### src/rtl/disp_mode_if.sv
// Front-panel bundle between the keypad/calculator/stopwatch side and disp_mode_ctrl.
// The master drives keys and source values; the slave (controller) returns mode and display data.
interface disp_mode_if #(
    parameter int DATA_W = 32,
    parameter int DIGITS = 4
);
    logic                  key_valid;
    logic [3:0]            key_code;
    logic [DATA_W-1:0]     sw_count;
    logic [DATA_W-1:0]     calc_result;
    logic                  calc_neg;
    logic                  mode;
    logic [1:0]            sw_cmd;
    logic                  lap_active;
    logic [4*DIGITS-1:0]   digit_code;
    logic                  disp_valid;
    logic                  overflow;

    modport master (
        output key_valid, key_code, sw_count, calc_result, calc_neg,
        input  mode, sw_cmd, lap_active, digit_code, disp_valid, overflow
    );

    modport slave (
        input  key_valid, key_code, sw_count, calc_result, calc_neg,
        output mode, sw_cmd, lap_active, digit_code, disp_valid, overflow
    );
endinterface

### src/rtl/disp_mode_ctrl.sv
// Keypad mode/stopwatch command decoder plus a free-running sequential double-dabble
// formatter that publishes per-digit display codes with sign, overflow and blanking.
module disp_mode_ctrl #(
    parameter int DATA_W = 32,
    parameter int DIGITS = 4,
    parameter int LZB    = 0
) (
    input  logic         clk,
    input  logic         rst_n,
    disp_mode_if.slave   bus
);
    localparam int CNT_W = $clog2(DATA_W + 1);
    localparam int BCD_W = 4 * DIGITS;

    typedef enum logic [1:0] {
        ST_IDLE  = 2'd0,
        ST_LOAD  = 2'd1,
        ST_SHIFT = 2'd2,
        ST_DONE  = 2'd3
    } conv_state_t;

    conv_state_t        state_r, state_nxt_s;
    logic               mode_r, mode_nxt_s;
    logic [1:0]         sw_cmd_r, sw_cmd_nxt_s;
    logic               lap_r, lap_nxt_s, lap_capture_s;
    logic [DATA_W-1:0]  lap_val_r;
    logic               src_change_s;
    logic [DATA_W-1:0]  src_val_s;
    logic               src_neg_s;
    logic [DATA_W-1:0]  bin_r;
    logic [BCD_W-1:0]   bcd_r, bcd_adj_s, bcd_shift_s;
    logic               neg_r, ovf_r, shift_out_s;
    logic [CNT_W-1:0]   cnt_r;
    int                 hi_s;
    logic               ovf_pub_s;
    logic [BCD_W-1:0]   fmt_s;
    logic [BCD_W-1:0]   digit_code_r;
    logic               disp_valid_r, overflow_r;

    // Key decode: next mode/command/lap state and whether the display source changes
    always_comb begin
        mode_nxt_s    = mode_r;
        sw_cmd_nxt_s  = sw_cmd_r;
        lap_nxt_s     = lap_r;
        lap_capture_s = 1'b0;
        src_change_s  = 1'b0;
        if (bus.key_valid) begin
            if (mode_r) begin
                if (bus.key_code == 4'd13) begin
                    mode_nxt_s   = 1'b0;
                    src_change_s = 1'b1;
                end else begin
                    mode_nxt_s = mode_r;
                end
            end else begin
                case (bus.key_code)
                    4'd14, 4'd15: begin
                        mode_nxt_s   = 1'b1;
                        src_change_s = 1'b1;
                    end
                    4'd13: sw_cmd_nxt_s = 2'd0;
                    4'd12: sw_cmd_nxt_s = 2'd1;
                    4'd10: begin
                        sw_cmd_nxt_s = 2'd2;
                        lap_nxt_s    = 1'b0;
                        src_change_s = 1'b1;
                    end
                    4'd11: begin
                        lap_nxt_s     = ~lap_r;
                        lap_capture_s = ~lap_r;
                        src_change_s  = 1'b1;
                    end
                    default: sw_cmd_nxt_s = sw_cmd_r;
                endcase
            end
        end else begin
            src_change_s = 1'b0;
        end
    end

    // Mode, stopwatch command and lap registers
    always_ff @(posedge clk or negedge rst_n) begin
        if (!rst_n) begin
            mode_r    <= 1'b1;
            sw_cmd_r  <= 2'd2;
            lap_r     <= 1'b0;
            lap_val_r <= '0;
        end else begin
            mode_r   <= mode_nxt_s;
            sw_cmd_r <= sw_cmd_nxt_s;
            lap_r    <= lap_nxt_s;
            if (lap_capture_s) begin
                lap_val_r <= bus.sw_count;
            end
        end
    end

    // Display source selection; only the calculator carries a sign
    always_comb begin
        if (mode_r) begin
            src_val_s = bus.calc_result;
        end else if (lap_r) begin
            src_val_s = lap_val_r;
        end else begin
            src_val_s = bus.sw_count;
        end
        src_neg_s = mode_r & bus.calc_neg;
    end

    // Converter state register
    always_ff @(posedge clk or negedge rst_n) begin
        if (!rst_n) begin
            state_r <= ST_IDLE;
        end else begin
            state_r <= state_nxt_s;
        end
    end

    // Converter next state; a source change in LOAD/SHIFT restarts from LOAD
    always_comb begin
        state_nxt_s = state_r;
        case (state_r)
            ST_IDLE:  state_nxt_s = ST_LOAD;
            ST_LOAD:  state_nxt_s = src_change_s ? ST_LOAD : ST_SHIFT;
            ST_SHIFT: begin
                if (src_change_s) begin
                    state_nxt_s = ST_LOAD;
                end else if (cnt_r == CNT_W'(DATA_W - 1)) begin
                    state_nxt_s = ST_DONE;
                end else begin
                    state_nxt_s = ST_SHIFT;
                end
            end
            ST_DONE:  state_nxt_s = ST_IDLE;
            default:  state_nxt_s = ST_IDLE;
        endcase
    end

    // One double-dabble step: add 3 to nibbles >= 5, then shift the binary MSB in
    always_comb begin
        bcd_adj_s = '0;
        for (int i = 0; i < DIGITS; i++) begin
            if (bcd_r[4*i +: 4] >= 4'd5) begin
                bcd_adj_s[4*i +: 4] = bcd_r[4*i +: 4] + 4'd3;
            end else begin
                bcd_adj_s[4*i +: 4] = bcd_r[4*i +: 4];
            end
        end
        shift_out_s = bcd_adj_s[BCD_W-1];
        bcd_shift_s = {bcd_adj_s[BCD_W-2:0], bin_r[DATA_W-1]};
    end

    // Converter datapath
    always_ff @(posedge clk or negedge rst_n) begin
        if (!rst_n) begin
            bin_r <= '0;
            bcd_r <= '0;
            neg_r <= 1'b0;
            ovf_r <= 1'b0;
            cnt_r <= '0;
        end else begin
            case (state_r)
                ST_LOAD: begin
                    bin_r <= src_val_s;
                    neg_r <= src_neg_s;
                    bcd_r <= '0;
                    ovf_r <= 1'b0;
                    cnt_r <= '0;
                end
                ST_SHIFT: begin
                    bcd_r <= bcd_shift_s;
                    bin_r <= {bin_r[DATA_W-2:0], 1'b0};
                    ovf_r <= ovf_r | shift_out_s;
                    cnt_r <= cnt_r + CNT_W'(1);
                end
                default: begin
                    bin_r <= bin_r;
                    bcd_r <= bcd_r;
                end
            endcase
        end
    end

    // Publish formatting: a negative value gives up its top digit to the minus sign
    always_comb begin
        hi_s = 0;
        for (int i = 0; i < DIGITS; i++) begin
            hi_s = (bcd_r[4*i +: 4] != 4'd0) ? i : hi_s;
        end
        ovf_pub_s = ovf_r | (neg_r & (bcd_r[BCD_W-1 -: 4] != 4'd0));
        fmt_s     = '0;
        for (int i = 0; i < DIGITS; i++) begin
            if (ovf_pub_s) begin
                fmt_s[4*i +: 4] = 4'd12;
            end else if ((LZB != 0) && (i > hi_s)) begin
                fmt_s[4*i +: 4] = (neg_r && (i == hi_s + 1)) ? 4'd10 : 4'd11;
            end else if ((LZB == 0) && neg_r && (i == DIGITS - 1)) begin
                fmt_s[4*i +: 4] = 4'd10;
            end else begin
                fmt_s[4*i +: 4] = bcd_r[4*i +: 4];
            end
        end
    end

    // Registered display outputs, updated only when leaving DONE
    always_ff @(posedge clk or negedge rst_n) begin
        if (!rst_n) begin
            digit_code_r <= {DIGITS{4'd11}};
            overflow_r   <= 1'b0;
            disp_valid_r <= 1'b0;
        end else if (state_r == ST_DONE) begin
            digit_code_r <= fmt_s;
            overflow_r   <= ovf_pub_s;
            disp_valid_r <= 1'b1;
        end else begin
            disp_valid_r <= 1'b0;
        end
    end

    assign bus.mode       = mode_r;
    assign bus.sw_cmd     = sw_cmd_r;
    assign bus.lap_active = lap_r;
    assign bus.digit_code = digit_code_r;
    assign bus.disp_valid = disp_valid_r;
    assign bus.overflow   = overflow_r;
endmodule

### src/flat_wrapper.sv
// flat-port wrapper written by rule: the top's interface ports become plain ports
module disp_mode_ctrl_flat 
#(
    parameter int DATA_W = 32,
    parameter int DIGITS = 4,
    parameter int LZB    = 0
)
  (clk, rst_n, bus_key_valid, bus_key_code, bus_sw_count, bus_calc_result, bus_calc_neg, bus_mode, bus_sw_cmd, bus_lap_active, bus_digit_code, bus_disp_valid, bus_overflow);
  disp_mode_if #(.DATA_W(DATA_W), .DIGITS(DIGITS)) bus_i ();
  input  logic clk;
  input  logic rst_n;
  input wire logic [$bits(bus_i.key_valid)-1:0] bus_key_valid;
  input wire logic [$bits(bus_i.key_code)-1:0] bus_key_code;
  input wire logic [$bits(bus_i.sw_count)-1:0] bus_sw_count;
  input wire logic [$bits(bus_i.calc_result)-1:0] bus_calc_result;
  input wire logic [$bits(bus_i.calc_neg)-1:0] bus_calc_neg;
  output wire logic [$bits(bus_i.mode)-1:0] bus_mode;
  output wire logic [$bits(bus_i.sw_cmd)-1:0] bus_sw_cmd;
  output wire logic [$bits(bus_i.lap_active)-1:0] bus_lap_active;
  output wire logic [$bits(bus_i.digit_code)-1:0] bus_digit_code;
  output wire logic [$bits(bus_i.disp_valid)-1:0] bus_disp_valid;
  output wire logic [$bits(bus_i.overflow)-1:0] bus_overflow;
  assign bus_i.key_valid = bus_key_valid;
  assign bus_i.key_code = bus_key_code;
  assign bus_i.sw_count = bus_sw_count;
  assign bus_i.calc_result = bus_calc_result;
  assign bus_i.calc_neg = bus_calc_neg;
  assign bus_mode = bus_i.mode;
  assign bus_sw_cmd = bus_i.sw_cmd;
  assign bus_lap_active = bus_i.lap_active;
  assign bus_digit_code = bus_i.digit_code;
  assign bus_disp_valid = bus_i.disp_valid;
  assign bus_overflow = bus_i.overflow;
  disp_mode_ctrl #(.DATA_W(DATA_W), .DIGITS(DIGITS), .LZB(LZB)) u_core (.clk(clk), .rst_n(rst_n), .bus(bus_i));
endmodule
### config.mk
export PLATFORM = sky130hd
export DESIGN_NAME = disp_mode_ctrl_flat
export DESIGN_NICKNAME = d
export VERILOG_FILES = /design/src/rtl/disp_mode_if.sv /design/src/rtl/disp_mode_ctrl.sv /design/src/flat_wrapper.sv
export SDC_FILE = /design/constraint.sdc
export NUM_CORES = 1
export LEC_CHECK = 0
export ABC_CLOCK_PERIOD_IN_PS = 2500
export BUFFER_PORTS_ARGS = -buffer_cell sky130_fd_sc_hd__buf_2
export CAP_MARGIN = 0
export CORE_ASPECT_RATIO = 0.75
export CORE_MARGIN = 1.5
export CORE_UTILIZATION = 55
export CTS_CLUSTER_SIZE = 14
export DETAILED_ROUTE_END_ITERATION = 8
export GPL_ROUTABILITY_DRIVEN = 0
export PLACE_DENSITY = 0.86
export SETUP_SLACK_MARGIN = 0.2
export SLEW_MARGIN = 10
export SYNTH_ARGS = -nofsm -noshare
export SYNTH_HDL_FRONTEND = slang
export SYNTH_SLANG_ARGS = --single-unit
### constraint.sdc
create_clock -name clk -period 2.5 [get_ports clk]
set_input_delay 0.5 -clock clk [delete_from_list [all_inputs] [get_ports clk]]
set_output_delay 0.5 -clock clk [all_outputs]
set_load 0.02 [all_outputs]
Yosys cells after proc, flatten, opt, wreduce, memory -nomap -nowiden
Index checks and enable logic that the tools add are counted.

word-level totals
  register bits = 112
  input port bits = 72

cells by class
  add/subtract/negate cells = 5
  order comparisons = 4
  equality and inequality tests = 10
  mux-type cells = 32
  bitwise gates (word level) = 6
  reduce and logical (&&, ||, !) cells = 9

operator list
  operator             count
  $mux 32              2
  $pmux 32 s2          1
  $mux 4               9
  $pmux 16 s2          1
  $eq 4x4->1 const B   6
  $add 4x2->4 const B  4
  $ge 4x3->1 const B   4
  $mux 1               12
  $pmux 6 s2           1
  $pmux 2 s4           1
  $add 6x1->6 const B  1
  $eq 6x5->1 const B   1
  $pmux 2 s3           1
  $reduce_and 3->1     2
  $eq 2x2->1 const B   2
  $mux 2               2
  $pmux 1 s2           2
  $reduce_bool 2->1    2
  $reduce_bool 4->1    1
  $reduce_or 4->1      1
  $reduce_bool 3->1    1
  $and 1x1->1          2
  $eq 2x1->1 const B   1
  $logic_not 2->1      1
  3 further kinds      5

Longest topological paths before layout
Gate-level depths: netlist (run 1).

  depth after elaboration = 7
  mapped depth = 8
  mapped depth without buffers = 6

Worst setup path before layout (run 1)
OpenSTA, ideal clock, no wires.

  path kind = input to register
  start = input port bus_key_valid
  end = register u_core.lap_val_r[10]
  arrival time = 1.785 ns
  data required time = 2.375 ns
  slack = 0.590 ns
  stages = 5
  buffers on the path = 1
  cells stage by stage = nand2_1 or3_4 nor3b_4 buf_6 mux2_2

between the ends
  word-level cells in the longest chain between the ends = 1

RTL lines
  element                 RTL line              source
  start: declaration      flat_wrapper.sv:12    input wire logic [$bits(bus_i.key_valid)-1:0] bus_key_valid;
  $mux 1                  disp_mode_ctrl.sv:47  if (bus.key_valid) begin
  end signal: assignment  disp_mode_ctrl.sv:93  lap_val_r <= bus.sw_count;
  end: declaration        disp_mode_ctrl.sv:26  logic [DATA_W-1:0] lap_val_r;

Every way passes these cells.
A chain may end at the register's enable or synchronous reset.

Worst setup path after layout (run 1)
  start = register u_core.mode_r (netlist: u_core.bus.mode)
  end = output port bus_mode

RTL lines
  element                   RTL line              source
  start: declaration        disp_mode_ctrl.sv:23  logic mode_r, mode_nxt_s;
  start signal: assignment  disp_mode_ctrl.sv:89  mode_r <= mode_nxt_s;
  end: declaration          flat_wrapper.sv:17    output wire logic [$bits(bus_i.mode)-1:0] bus_mode;

No word-level cell between the ends.

==> results of run 1 <==
## per-stage QoR
stage	cells	power (mW)	area, sq um	util [%]	setup slack [ps]
floorplan	540	4.483	5614	-	589.9
global placement	744	5.038	6245	63.89	466.9
detailed placement	744	5.195	6245	63.89	395.9
CTS	760	6.720	6560	67.11	335.5
global route	760	7.119	6560	67.11	261.2
finish	760	6.698	6560	67.11	358.6
## synthesized netlist by cell type, drive strengths merged, types with 4 or more instances
master	instances
a31oi	4
mux2i	64
a21oi	47
o22ai	8
o32ai	4
a31o	4
o21ai	45
nor2	48
xnor2	7
clkbuf	21
nor3	6
buf	10
nand2	48
mux2	36
a22o	7
ha	13
nand2b	6
inv	24
dfrtp	98
nand3	4
dfstp	14
## routing by layer
metal | routed length, microns | part of all wire (%) | up-vias | track usage, %
met3 | 518 | 4.3 | 24 | 5.240
met2 | 5952 | 49 | 102 | 37.21
li1 | - | - | 2060 | -
met1 | 5395 | 45 | 2076 | 29.95
met4 | 223 | 1.8 | 0 | 8.234
met5 | 0 | 0 | - | 0
## cell families after synthesis
family | count (synthesis)
compound gates | 125
simple gates | 125
flops | 112
mux | 100
buf+inv | 56
fa+ha+maj | 13
xor+xnor | 9
## power by group
part           total [mW]  switching (mW)  leakage (nW)  internal, mW
Combinational        2.42            1.44          1.58         0.984
Clock                1.49           0.648         0.148         0.837
Sequential           2.79           0.366          1.36          2.42
Total                6.70            2.45          3.09          4.25
## area by class of cell
cell class | count | share of cell area [%]
flip-flops and latches | 112 | 43.01
clock inverters | 5 | 0.9537
clock buffers | 11 | 3.853
inverters | 25 | 1.430
repair buffers | 103 | 9.231
multi-input cells | 372 | 39.00
well taps | 132 | 2.518
## path summary, 6_finish.rpt
kind                       cells after the start  slack, ps             startpoint                   end
max in group asynchronous                      2       1570                  rst_n  u_core.lap_val_r[15]
hold reg to reg                                2        470   u_core.bus.sw_cmd[1]  u_core.bus.sw_cmd[1]
setup reg to reg                               5        540  u_core.bus.lap_active       u_core.bin_r[8]
setup / recovery                               2        360        u_core.bus.mode              bus_mode
hold / removal                                 1        140                  rst_n   u_core.bus.overflow
min in group clk                               2        390        bus_sw_count[4]   u_core.lap_val_r[4]
## sequential cells by signal, indices dropped and copies added (netlist names)
name,cells
u_core.bus.lap_active,1
u_core.bus.disp_valid,1
u_core.neg_r,1
u_core.ovf_r,1
u_core.cnt_r,6
u_core.bus.digit_code,16
u_core.state_r,2
u_core.bus.mode,1
u_core.bcd_r,16
u_core.bus.overflow,1
u_core.bin_r,32
u_core.lap_val_r,32
u_core.bus.sw_cmd,2
==> results_dict.tcl, run 1 <==
set metrics [dict create \
    outcome "finished, final reports clean" \
    crit_path_end_kind "primary output" \
    cts_resized 0 \
    cts_setup_buffers 0 \
    yosysSeqAreaShare_pct 50.23 \
    antenna_found_initial 0 \
    die_h_microns 90.50 \
    crit_required_ps 2000 \
    synth.cell_area_sq_um 5614 \
    slew_violations 0 \
    powerDensity_nw_per_um2 1021 \
    drive_gt1_share_pct 28.18 \
    path_clk_slew_ps 70 \
    grt_pass1_vias 4318 \
    crit_slowest_cell "dfstp_2" \
    finalSetupTns_ps 0 \
    synth-seq-cells 112 \
    cap_viol_max_count 0 \
    final-setup-viol-count 0 \
    synth-xor-area-share_pct 1.404 \
    worst_setup_path_start_kind "register" \
    holdBufCountCts 0 \
    worstSetupPathType "reg -> out" \
    syn_inst 540 \
    cts_buffers 9 \
    synth_nets 625 \
    port_buffers 93 \
    synth_top_family_by_area "multiplexers" \
    p_leak_nw 3.090 \
    crit_buf_inv 2 \
    synth.distinct_cells 42 \
    path_delay_family "buffers and inverters" \
    vias 4262 \
    multi_input_area_sq_um 2559 \
    firstDrtPassIters 4 \
    finalCriticalPeriod_ps 2141 \
    core_sq_um 9774 \
    ys_top_cells_by_area "dfrtp_1 (44%), mux2i_1 (11%), mux2_2 (7.0%)" \
    synth_top_area_cell "dfrtp_1" \
    track_usage_pct 22.79 \
    fillers 745 \
    grt_max_degree 71 \
    worstPathCellList "buf_4, buf_2" \
    syn_area_per_cell_sq_um 10.40 \
    nets 708 \
    rsz0062_at_grt "false" \
    synth_compound_area_share_pct 12.70 \
    die_w_microns 119.7 \
    worst_pin_slew_ps 789.0 \
    synth_flop_cell "dfrtp_1" \
    synthSimpleGateAreaFrac_pct 9.895 \
    ios 94 \
    hold_viol_final 0 \
    synth_edf_count 0 \
    postRouteAntennaNets 0 \
    timing.final.crit_share_pct 85.66 \
    fmax_mhz 467.0 \
    crit_fanout 70 \
    grt_overflow 0 \
    htreeDepth 3 \
    num_antenna_cells 0 \
    ys_warn_count 0 \
    synthArstFlopShare_pct 100.0 \
    wl_per_cell_microns 15.91 \
    routed_wl_mm 12.09 \
    rows 31 \
    netlist.area_leader.share_pct 43.68 \
    grt_pass1_wl_mm 19.95 \
    register_area_sq_um 2821 \
    viasPerCell 5.608 \
    cp.arrival_ps 1640 \
    dieArea_sq_um 10830 \
    vdd_drop_max_mv 0.5601 \
    drt_drc_violations_left 0 \
    final_common_cell "dfrtp_1" \
    dpl.hpwl_mm 8.097 \
    layout_common_cells "dfrtp_1 (97), buf_2 (92), mux2i_1 (64)" \
    holdCritPathClass "in -> async" \
    whs_ps 138.2 \
    fin_worst_skew_ps 8.220 \
    initial_core_util_pct 57.44 \
    slowest_delay_ps 530 \
    clk_latency_ps 350 \
    synthAdderAreaFrac_pct 2.897 \
    relSlewSlack_pct 47.40 \
    muxShareOfSynthArea_pct 18.63 \
    cts_tree "yes" \
    cts_buffer_depth 2 \
    area_delta_synth_final_pct 16.85 \
    cts-root-buf "clkbuf_16" \
    drtIter0Drc 193 \
    cts_sinks 112 \
]
Note: power is estimated with default switching activity, not from simulation.
==> inputs of run 2 (changes only) <==
Settings changed: ABC_AREA set to 1, CTS_CLUSTER_SIZE 14 to 16.
==> results_dict.tcl, run 2 <==
set metrics [dict create \
    crit_fanout 65 \
    syn_inst 684 \
    crit_slowest_cell "buf_4" \
    synth.cell_area_sq_um 5738 \
    antenna_found_initial 0 \
    dpl.hpwl_mm 9.321 \
    vdd_drop_max_mv 0.6972 \
    netlist.area_leader.share_pct 42.74 \
    worst_pin_slew_ps 936.5 \
    ys_warn_count 0 \
    num_antenna_cells 0 \
    outcome "finished, final reports clean" \
    p_leak_nw 3.327 \
    crit_required_ps 2000 \
    vias 5001 \
    die_w_microns 120.9 \
    grt_pass1_vias 4950 \
    wl_per_cell_microns 15.24 \
    cts-root-buf "clkbuf_16" \
    yosysSeqAreaShare_pct 49.15 \
    powerDensity_nw_per_um2 954.2 \
    post-route-util_pct 64.51 \
    postRouteAntennaNets 0 \
    grt_pass1_wl_mm 23.05 \
    cts_buffers 9 \
    ios 94 \
    viasPerCell 5.532 \
    place_inst 888 \
    htreeDepth 3 \
    syn_area_per_cell_sq_um 8.389 \
    synth_common_cells "nand2_1 (154), dfrtp_1 (98), inv_1 (91), o21ai_0 (74), nor2_1 (42)" \
    fin_ws_ps 513.4 \
    synth_compound_area_share_pct 21.78 \
    cts_resized 0 \
    whs_ps 101.1 \
    synthSimpleGateAreaFrac_pct 15.98 \
    slew_violations 0 \
    drt_drc_violations_left 0 \
    synth_flop_cell "dfrtp_1" \
    cts_setup_buffers 0 \
    rsz0062_at_grt "false" \
    ys_top_cells_by_area "dfrtp_1 (43%), nand2_1 (10%), o21ai_0 (6.5%)" \
    finalSetupTns_ps 0 \
    relSlewSlack_pct 37.50 \
    holdBufCountCts 0 \
    synth.distinct_cells 32 \
    synth_edf_count 0 \
    finalCriticalPeriod_ps 1987 \
    cts_buffer_depth 2 \
    slowest_delay_ps 490 \
    largest_registers "u_core.bin_r x32, u_core.lap_val_r x32" \
    layout_common_cells "nand2_1 (154), dfrtp_1 (97), buf_2 (92)" \
    cap_viol_max_count 0 \
    initial_core_util_pct 56.20 \
    cp.arrival_ps 1490 \
    synth-seq-cells 112 \
    die_h_microns 91.46 \
    post-place-ws_ps 608.5 \
    fin_worst_skew_ps 5.420 \
    fin_cells 904 \
    worstSetupPathType "reg -> out" \
    synth_top_family_by_area "compound AO/OA/AOI/OAI gates" \
    hold_viol_final 0 \
    worstPathCellList "buf_4, buf_2" \
    synth-xor-area-share_pct 0.4579 \
    final_common_cell "nand2_1" \
    firstDrtPassIters 5 \
    rows 32 \
    track_usage_pct 26.21 \
    design_area_sq_um 6586 \
    fmax_mhz 503.4 \
    power.total_mw 6.284 \
    dieArea_sq_um 11060 \
    placedInstanceArea_sq_um 6265 \
    grt_max_degree 66 \
    drtIter0Drc 411 \
    synth_nets 769 \
    muxShareOfSynthArea_pct 0 \
    final-setup-viol-count 0 \
    holdCritPathClass "in -> async" \
    clk_latency_ps 350 \
    synth_most_common_cell "nand2_1" \
    crit_path_end_kind "primary output" \
    synthArstFlopShare_pct 100.0 \
    worst_setup_path_start_kind "register" \
    grt_overflow 0 \
    core_sq_um 10210 \
    nets 848 \
    path_clk_slew_ps 70 \
    synthAdderAreaFrac_pct 2.835 \
    area_delta_synth_final_pct 14.78 \
    port_buffers 93 \
    timing.final.crit_share_pct 79.46 \
    cts_sinks 112 \
    routed_wl_mm 13.78 \
    drive_gt1_share_pct 21.09 \
    synth_top_area_cell "dfrtp_1" \
    cts_tree "yes" \
]
run 2: worst max-delay path: cells and delay by family, from the launching register on:
family,cells,cell delay [ps]
buffers and inverters,2,770
flip-flops,1,360
run 2: final timing paths:
check	cells after the start	from	to	slack, ps
min in group clk	3	bus_calc_neg	u_core.neg_r	400
max in group asynchronous	2	rst_n	u_core.bus.lap_active	1620
max	2	u_core.bus.lap_active	bus_lap_active	510
min reg2reg	2	u_core.bus.digit_code[7]	u_core.bus.digit_code[7]	460
max reg2reg	7	u_core.state_r[0]	u_core.bin_r[15]	530
min	1	rst_n	u_core.lap_val_r[11]	100
run 2: cells by family (layout without fill, tap and decap cells):
group | Yosys count | count (layout)
compound gates | 200 | 200
xor+xnor | 3 | 3
fa+ha+maj | 13 | 13
buf+inv | 129 | 213
flops | 112 | 112
simple gates | 227 | 227
run 2: power by group:
group / internal [mW] / leakage (nW) / switching [mW]
Clock: 0.901 / 0.158 / 0.653
Combinational: 0.798 / 1.73 / 1.44
Sequential: 2.26 / 1.44 / 0.225
Total: 3.96 / 3.33 / 2.32
run 2: metal layers:
layer,vias to the layer above,GRT usage (%),wire [microns]
met5,-,0,0
met4,0,6.863,151
met3,13,6.658,1053
met2,218,43.47,6630
met1,2381,34.39,5939
li1,2389,-,-
run 2: final cells by class:
class / instances / area, sq um
clock buffers: 10 / 239.0
clock inverters: 6 / 82.58
fillers: 866 / 3623
inverters: 94 / 352.8
multi-input cells: 443 / 2365
flip-flops and latches: 112 / 2821
well taps: 136 / 170.2
repair buffers: 103 / 555.5
